===== src/rtl/lfm_burst_sequencer.sv =====
// lfm_burst_sequencer: schedules a stepped-frequency LFM burst on a dds_lfm chirp core.
// Rev 1.0
`default_nettype none

module lfm_burst_sequencer #(
  parameter int CNT_W     = 32,
  parameter int NP_W      = 16,
  parameter int TO_MARGIN = 16
) (
  input  logic             clk,
  input  logic             rst,
  input  logic             arm_i,
  input  logic             abort_i,
  input  logic [31:0]      cfg_f_start_i,
  input  logic [31:0]      cfg_f_stop_i,
  input  logic [31:0]      cfg_f_step_i,
  input  logic [31:0]      cfg_f_clk_i,
  input  logic [63:0]      cfg_chirp_len_i,
  input  logic [CNT_W-1:0] cfg_pri_i,
  input  logic [NP_W-1:0]  cfg_n_pulses_i,
  input  logic             dds_busy_i,
  input  logic             dds_done_i,
  output logic             dds_start_o,
  output logic [31:0]      dds_f_start_o,
  output logic [31:0]      dds_f_stop_o,
  output logic [31:0]      dds_f_clk_o,
  output logic [63:0]      dds_chirp_len_o,
  output logic             busy_o,
  output logic [NP_W-1:0]  pulse_idx_o,
  output logic             burst_done_o,
  output logic             aborted_o,
  output logic             pri_overrun_o,
  output logic             err_cfg_o,
  output logic             err_timeout_o
);

  typedef enum logic [2:0] {
    S_IDLE = 3'd0,
    S_FIRE = 3'd1,
    S_WAIT = 3'd2,
    S_GAP  = 3'd3,
    S_END  = 3'd4
  } state_t;

  state_t           state_q, state_d;
  logic             pend_q, pend_d;
  logic             abort_q, abort_d;
  logic [31:0]      f_start_q, f_start_d;
  logic [31:0]      f_stop_q, f_stop_d;
  logic [31:0]      step_q, step_d;
  logic [31:0]      f_clk_q, f_clk_d;
  logic [63:0]      len_q, len_d;
  logic [CNT_W-1:0] pri_q, pri_d;
  logic [NP_W-1:0]  np_q, np_d;
  logic [NP_W-1:0]  idx_q, idx_d;
  logic [CNT_W-1:0] pri_cnt_q, pri_cnt_d;
  logic [63:0]      to_cnt_q, to_cnt_d;
  logic             aborted_q, aborted_d;
  logic             ovr_q, ovr_d;
  logic             ecfg_q, ecfg_d;
  logic             eto_q, eto_d;

  logic             w_go_fire, w_advance;
  logic [CNT_W-1:0] w_pri_inc;
  logic [63:0]      w_to_inc;
  logic [64:0]      w_to_lim;
  logic             w_to_exp, w_cfg_ok, w_last, w_pri_end, w_abort;

  assign w_pri_inc = (pri_cnt_q == '1) ? pri_cnt_q : pri_cnt_q + CNT_W'(1);
  assign w_to_inc  = (to_cnt_q == '1) ? to_cnt_q : to_cnt_q + 64'd1;
  // 65-bit limit so a huge chirp_len cannot wrap the timeout threshold
  assign w_to_lim  = {1'b0, len_q} + 65'(TO_MARGIN);
  assign w_to_exp  = {1'b0, w_to_inc} > w_to_lim;
  assign w_cfg_ok  = (cfg_chirp_len_i != '0) && (cfg_n_pulses_i != '0) &&
                     (cfg_f_clk_i != '0) && (cfg_f_stop_i >= cfg_f_start_i) &&
                     (cfg_pri_i != '0);
  assign w_last    = (idx_q == np_q - NP_W'(1));
  assign w_pri_end = (pri_cnt_q >= pri_q - CNT_W'(1));
  assign w_abort   = abort_q | abort_i;

  always_comb begin
    state_d   = state_q;
    pend_d    = pend_q;
    abort_d   = abort_q;
    f_start_d = f_start_q;
    f_stop_d  = f_stop_q;
    step_d    = step_q;
    f_clk_d   = f_clk_q;
    len_d     = len_q;
    pri_d     = pri_q;
    np_d      = np_q;
    idx_d     = idx_q;
    pri_cnt_d = w_pri_inc;
    to_cnt_d  = w_to_inc;
    aborted_d = aborted_q;
    ovr_d     = ovr_q;
    ecfg_d    = ecfg_q;
    eto_d     = eto_q;
    w_go_fire = 1'b0;
    w_advance = 1'b0;

    if (state_q != S_IDLE && abort_i) abort_d = 1'b1;

    case (state_q)
      S_IDLE: begin
        if (arm_i) begin
          f_start_d = cfg_f_start_i;
          f_stop_d  = cfg_f_stop_i;
          step_d    = cfg_f_step_i;
          f_clk_d   = cfg_f_clk_i;
          len_d     = cfg_chirp_len_i;
          pri_d     = cfg_pri_i;
          np_d      = cfg_n_pulses_i;
          idx_d     = '0;
          abort_d   = 1'b0;
          pend_d    = 1'b0;
          aborted_d = 1'b0;
          ovr_d     = 1'b0;
          ecfg_d    = 1'b0;
          eto_d     = 1'b0;
          if (!w_cfg_ok) begin
            ecfg_d  = 1'b1;
            state_d = S_END;
          end else if (dds_busy_i) begin
            pend_d = 1'b1;
          end else begin
            w_go_fire = 1'b1;
          end
        end else if (pend_q && !dds_busy_i) begin
          pend_d    = 1'b0;
          w_go_fire = 1'b1;
        end
      end
      S_FIRE: state_d = S_WAIT;
      S_WAIT: begin
        if (dds_done_i) begin
          if (w_pri_end) ovr_d = 1'b1;
          if (w_last || w_abort) begin
            aborted_d = aborted_q | w_abort;
            state_d   = S_END;
          end else if (w_pri_end) begin
            w_go_fire = 1'b1;
            w_advance = 1'b1;
          end else begin
            state_d = S_GAP;
          end
        end else if (w_to_exp) begin
          eto_d     = 1'b1;
          aborted_d = aborted_q | w_abort;
          state_d   = S_END;
        end
      end
      S_GAP: begin
        if (w_abort) begin
          aborted_d = 1'b1;
          state_d   = S_END;
        end else if (w_pri_end) begin
          w_go_fire = 1'b1;
          w_advance = 1'b1;
        end
      end
      S_END:   state_d = S_IDLE;
      default: state_d = S_IDLE;
    endcase

    // Counters read 0 in the FIRE cycle so that count == pri-1 lands one cycle before the next start
    if (w_go_fire) begin
      state_d   = S_FIRE;
      pri_cnt_d = '0;
      to_cnt_d  = '0;
    end
    if (w_advance) begin
      idx_d     = idx_q + NP_W'(1);
      f_start_d = f_start_q + step_q;
      f_stop_d  = f_stop_q + step_q;
    end
  end

  always_ff @(posedge clk or posedge rst) begin
    if (rst) begin
      state_q   <= S_IDLE;
      pend_q    <= 1'b0;
      abort_q   <= 1'b0;
      f_start_q <= '0;
      f_stop_q  <= '0;
      step_q    <= '0;
      f_clk_q   <= '0;
      len_q     <= '0;
      pri_q     <= '0;
      np_q      <= '0;
      idx_q     <= '0;
      pri_cnt_q <= '0;
      to_cnt_q  <= '0;
      aborted_q <= 1'b0;
      ovr_q     <= 1'b0;
      ecfg_q    <= 1'b0;
      eto_q     <= 1'b0;
    end else begin
      state_q   <= state_d;
      pend_q    <= pend_d;
      abort_q   <= abort_d;
      f_start_q <= f_start_d;
      f_stop_q  <= f_stop_d;
      step_q    <= step_d;
      f_clk_q   <= f_clk_d;
      len_q     <= len_d;
      pri_q     <= pri_d;
      np_q      <= np_d;
      idx_q     <= idx_d;
      pri_cnt_q <= pri_cnt_d;
      to_cnt_q  <= to_cnt_d;
      aborted_q <= aborted_d;
      ovr_q     <= ovr_d;
      ecfg_q    <= ecfg_d;
      eto_q     <= eto_d;
    end
  end

  assign dds_start_o     = (state_q == S_FIRE);
  assign busy_o          = (state_q == S_FIRE) || (state_q == S_WAIT) || (state_q == S_GAP);
  assign burst_done_o    = (state_q == S_END);
  assign dds_f_start_o   = f_start_q;
  assign dds_f_stop_o    = f_stop_q;
  assign dds_f_clk_o     = f_clk_q;
  assign dds_chirp_len_o = len_q;
  assign pulse_idx_o     = idx_q;
  assign aborted_o       = aborted_q;
  assign pri_overrun_o   = ovr_q;
  assign err_cfg_o       = ecfg_q;
  assign err_timeout_o   = eto_q;

endmodule

`default_nettype wire


===== config.mk =====
export PLATFORM = sky130hd
export DESIGN_NAME = lfm_burst_sequencer
export DESIGN_NICKNAME = d
export VERILOG_FILES = /design/src/rtl/lfm_burst_sequencer.sv
export SDC_FILE = /design/constraint.sdc
export NUM_CORES = 1
export LEC_CHECK = 0
export ABC_AREA = 1
export CORE_MARGIN = 2
export CORE_UTILIZATION = 55
export DETAILED_ROUTE_END_ITERATION = 6
export PLACE_DENSITY = 0.82
export SYNTH_ARGS = -nofsm -noshare
export SYNTH_HDL_FRONTEND = slang
export SYNTH_SLANG_ARGS = --single-unit

===== constraint.sdc =====
create_clock -name clk -period 15.2 [get_ports clk]
set_input_delay 1.52 -clock clk [delete_from_list [all_inputs] [get_ports clk]]
set_output_delay 1.52 -clock clk [all_outputs]
set_load 0.02 [all_outputs]

== Yosys cells after proc, flatten, opt, wreduce, memory -nomap -nowiden ==
Index checks and enable logic that the tools add are counted.

* Flip-flop bits (word level): 361
* Logic and storage cells: 131

* $add $sub $neg: 8
* Magnitude comparators: 3
* Equality and inequality tests: 21
* Multiplexer cells: 52
* Bitwise gates (word level): 2
* Reductions and logical operators: 28

{| class="wikitable"
|+ Operators with widths
! kind !! count
|-
| $mux 32 || 8
|-
| $mux 64 || 2
|-
| $add 64x5->65 const B || 1
|-
| $gt 64x65->1 || 1
|-
| $add 32x32->32 || 2
|-
| $add 64x1->64 const B || 1
|-
| $eq 64x64->1 const B || 1
|-
| $ge 32x32->1 || 2
|-
| $reduce_bool 32->1 || 2
|-
| $reduce_bool 64->1 || 1
|-
| $mux 16 || 3
|-
| $add 32x1->32 const B || 1
|-
| $eq 32x32->1 const B || 1
|-
| $sub 32x1->32 const B || 1
|-
| $mux 1 || 25
|-
| $mux 3 || 8
|-
| $add 16x1->16 const B || 1
|-
| $eq 16x16->1 || 1
|-
| $reduce_bool 16->1 || 1
|-
| $sub 16x1->16 const B || 1
|-
| $ne 3x3->1 const B || 5
|-
| $ne 2x2->1 const B || 7
|-
| $pmux 3 s4 || 1
|-
| $reduce_and 5->1 || 2
|-
| 16 further kinds || 35
|}

== Depth between registers and ports, before layout ==
* Depth after elaboration: 10
* Depth in mapped cells: 31
* Gate-level depth less buffers: 30

== Worst setup path after synthesis ==
OpenSTA, ideal clock, no wires.

* Path kind: register -> register
* Start: register pri_q[0]
* End: register f_start_q[21] (netlist: dds_f_start_o[21])
* Arrival: 3.792 ns
* Data required time: 15.080 ns
* Slack: 11.288 ns
* Stages on the path, launching flop included: 31
* Clock period less this slack: 3.912 ns
* Cell sequence: dfrtp_1 > inv_1 > ha_1 > inv_1 > nor2_1 > inv_1 > nor3_1 > nand4_1 > nor2_1 > inv_1 > nor2_1 > inv_1 > nor2_1 > nand4_1 > xor2_1 > ha_1 > nand2_1 > nor2_1 > nand2_1 > nor2_1 > nand4_1 > nand3_1 > nand2_1 > inv_1 > nand3_2 > nand2_4 > inv_4 > buf_4 > buf_2 > o21ai_1 > nand2_1

* Cells in the longest elaborated chain, start to end: 8

{| class="wikitable"
|+ Ends and longest elaborated chain
! what !! RTL line !! text
|-
| start, declared || 53 || <nowiki>logic [CNT_W-1:0] pri_q, pri_d;</nowiki>
|-
| start signal, assigned || 207 || <nowiki>pri_q <= pri_d;</nowiki>
|-
| $sub 32x1->32 * || 78 || <nowiki>assign w_pri_end = (pri_cnt_q >= pri_q - CNT_W'(1));</nowiki>
|-
| $ge 32x32->1 * || 78 ||
|-
| $mux 1 * || 141, 157 ||
|-
| $mux 1 || 138 || <nowiki>if (w_last || w_abort) begin</nowiki>
|-
| $mux 1 || 136 || <nowiki>if (dds_done_i) begin</nowiki>
|-
| $pmux 1 s2 * || 104 || <nowiki>case (state_q)</nowiki>
|-
| $reduce_bool 2->1 (no line) || -- ||
|-
| $reduce_and 2->1 (no line) || -- ||
|-
| end signal, assigned || 202 || <nowiki>f_start_q <= f_start_d;</nowiki>
|-
| end, declared || 48 || <nowiki>logic [31:0] f_start_q, f_start_d;</nowiki>
|}

Every way passes the cells marked *; elsewhere a longest branch is shown, timed or not.
A chain may end at the register's enable or synchronous reset.

== Final worst setup path ==
* Start: register pri_q[0]
* End: register pri_cnt_q[11]

* Cells in the longest elaborated chain, start to end: 7

{| class="wikitable"
|+ Ends and longest elaborated chain
! what !! RTL line !! text
|-
| $sub 32x1->32 * || 78 ||
|-
| $ge 32x32->1 * || 78 ||
|-
| $mux 1 * || 141, 157 ||
|-
| $mux 1 || 138 ||
|-
| $mux 1 || 136 ||
|-
| $pmux 1 s3 * || 104 ||
|-
| $ne 2x2->1 (no line) or $mux 32 (tied branches) || -- ||
|-
| end signal, assigned || 210 || <nowiki>pri_cnt_q <= pri_cnt_d;</nowiki>
|-
| end, declared || 56 || <nowiki>logic [CNT_W-1:0] pri_cnt_q, pri_cnt_d;</nowiki>
|}

Marks and branches as above.

==> out/metrics.csv <==
metric,value,unit
Fmax,157,MHz
Slew @ Worst Pin,1.08,ns
Detail Route Antenna Nets,0,
DR vias/cell,5.63,
crit-path max cell delay,0.82,ns
row count,80,
fin crit share,41.9,%
GP Congestion,1.06,
H-tree levels,2,
Yosys cell types,53,
# DRC,0,
initial antenna violation count,5,
Cells after DPL,4650,
Final Setup Violations,0,
fin worst setup slack,8.83,ns
"Async S/R FF share, synth",100,%
# resized after CTS,0,
top_reg_cell synth,dfrtp_1,
unrepaired setup endpoints after global routing,false,
Post-Route WL,86.2,mm
worst ir drop on vdd,140,µV
Worst slew margin,27.5,%
"Reg clk slew, reported paths",0.06,ns
Starting Density,55.5,%
DR pass1 iterations,6,
Die Width,223,µm
Syn Inst Count,3687,
CTS tree,done,
largest family of logic cells by synthesized area,simple AND/OR/NAND/NOR gates,
pin count of the biggest net entering global routing,129,
HPWL after DPL,67.0,mm
DIE AREA,49800,µm²
CTS Root Buffer Type,clkbuf_16,
first-pass GRT wire length,136,mm
Placeable Area,47500,µm²
Area after DPL,31100,µm²
endpoints failing hold,0,
Worst setup SP type,flip-flop,
floorplan die height,223,µm
Lkg Pwr,0.0154,µW
Final Cell Area,32500,µm²
drt wl/cell,18.2,µm
Vias,26614,
WHS,0.479,ns
Hold Path End,dds_f_clk_o[25],
Layout fillers,4060,
CP required,15.61,ns
Synth top area share,34.2,%
synth top area cells,"dfrtp_1 (34%), nand2_1 (15%), ha_1 (9.3%), nor2_1 (6.0%), xor2_1 (5.9%)",
area grow syn2layout,23.1,%
Worst Hold Path Cells,2,
"Warnings, synthesis",0,
number of register bits inferred by synthesis,361,
Final Slew Violations,0,
"area leader, netlist",dfrtp_1,
Hold Path Class,reg2reg,
clock latency on the worst-skew pair,0.58,ns
share of cells above drive strength 1,3.80,%
PD cells,184,nW/µm²
Total Nets Final,4523,
Setup Skew,0.0166,ns
Synth Area in Simple Gates,29.8,%
adder-cell area share of the yosys netlist,9.44,%
IO Port Bufs,428,
"reg-to-reg slack, setup",8.83,ns
cts bufs inserted,42,
critical-path maximum fanout,78,
r2r worst-path depth,29,
hold_sp,dds_f_clk_o[25],
Worst R2R End,pri_cnt_q[11],
syn_nets,4131,
GRT Overall Usage,34.3,%
I/O Pins,429,
post-layout minimum cycle time,6.37,ns
Setup TNS,0,ns
area of the multi-input gates,15500,µm²
"Data arrival, critical path",6.78,ns
Storage cell area,9030,µm²
sequential area share after synthesis,34.2,%
mux contribution to synthesized area,0.0379,%
RR Startpoint,pri_q[0],
CTS Buffer Depth,3,
crit path kind,reg2reg,
"slowest stage cell, crit path",buf_4,
XOR/XNOR Fraction of Synth Area,8.15,%
compound-cell area share of the yosys netlist,11.1,%
Sink Count,361,
vias in the first global route,25244,
mapped cell area,26400,µm²
postcts setup bufs,0,
max cap viols,0,
# hold bufs at CTS,0,
CP Capture Type,flip-flop,
Post-synth EDFFs,0,
aggregate global routing overflow,0,
Syn Area/Cell,7.16,µm²
status,"finished, final reports clean",
pre-CTS setup slack,8.93,ns
Initial DRC Count,2515,
Final Non-Filler Cells,4729,
## critical path: cells and delay by family, from the launching register on
family	cells	cell delay [ns]
xor+xnor	1	0.17
fa+ha+maj	2	0.47
buf+inv	8	1.77
flops	1	0.35
simple gates	18	3.33
## worst max-delay path by stage
stage	cells past startpoint	slack, ns	start	end
floorplan	1	3.66	rst	abort_q
CTS	29	8.89	pri_q[0]	to_cnt_q[1]
finish	29	8.83	pri_q[0]	pri_cnt_q[11]
global placement	29	9.12	pri_q[0]	to_cnt_q[18]
global route	29	8.20	pri_q[0]	to_cnt_q[1]
detailed placement	29	8.93	pri_q[0]	to_cnt_q[14]
## through the flow
step	total power (µW)	util, %
finish	5990	68.3
global route	6410	68.3
CTS	5950	68.3
detailed placement	4890	65.5
global placement	4850	65.5
floorplan	3740	-
## flip-flops by register name, indices dropped and copies added, names as in the netlist, 3 cells and up
name	flops
dds_f_clk_o	32
state_q	3
pri_q	32
pulse_idx_o	16
pri_cnt_q	32
dds_f_start_o	32
step_q	32
np_q	16
dds_chirp_len_o	64
dds_f_stop_o	32
to_cnt_q	64
## cells in the mapped netlist, types with 66 or more instances
master	instances
a21oi_1	202
o21ai_0	188
nand3_1	145
xor2_1	177
ha_1	196
nor2_1	422
dfrtp_1	361
inv_1	392
nand4_1	86
xnor2_1	66
nor3_1	96
nand2_1	1030
## layer usage
layer  vias up  track usage [%]  wire length (µm)
li1      12813                -                 -
met1     12463             45.9             36700
met2      1141             55.8             39500
met3       195             5.77              6650
met4         2             13.4              3380
met5         -                0                 8
## layout make-up
| class | instances | share of cell area (%) |
|---|---|---|
| Clock buffer | 58 | 3.67 |
| Tap cell | 615 | 2.37 |
| Inverter | 397 | 4.64 |
| Timing Repair Buffer | 438 | 13.4 |
| Sequential cell | 361 | 27.8 |
| Clock inverter | 17 | 0.501 |
| Antenna cell | 4 | 0.0308 |
| Multi-Input combinational cell | 2839 | 47.6 |
## logic make-up after synthesis
family	after synthesis
XOR/XNOR	244
flip-flops	361
buffers and inverters	487
multiplexers	1
AND/OR/NAND/NOR	1875
AO/OA/AOI/OAI	521
adder cells (fa/ha/maj)	198
## report_power, final
| part | internal, µW | switching, µW | total (µW) |
|---|---|---|---|
| Clock | 585 | 431 | 1020 |
| Combinational | 1250 | 1990 | 3240 |
| Sequential | 1300 | 434 | 1730 |
## cells in the final DEF (no fill, tap or decap), types with 19 or more instances in the layout
| master | n |
|---|---|
| nand4_1 | 86 |
| ha_1 | 196 |
| dfrtp_1 | 361 |
| nor3_1 | 96 |
| o21ai_1 | 19 |
| nor2_1 | 422 |
| nand3_1 | 145 |
| clkdlybuf4s50_1 | 428 |
| o21ai_0 | 188 |
| xnor2_1 | 66 |
| xor2_1 | 177 |
| nand2_1 | 1030 |
| nor4_1 | 41 |
| clkbuf_16 | 43 |
| a21oi_1 | 202 |
| inv_1 | 389 |
| a21oi_2 | 40 |
Note: power is estimated with default switching activity, not from simulation.
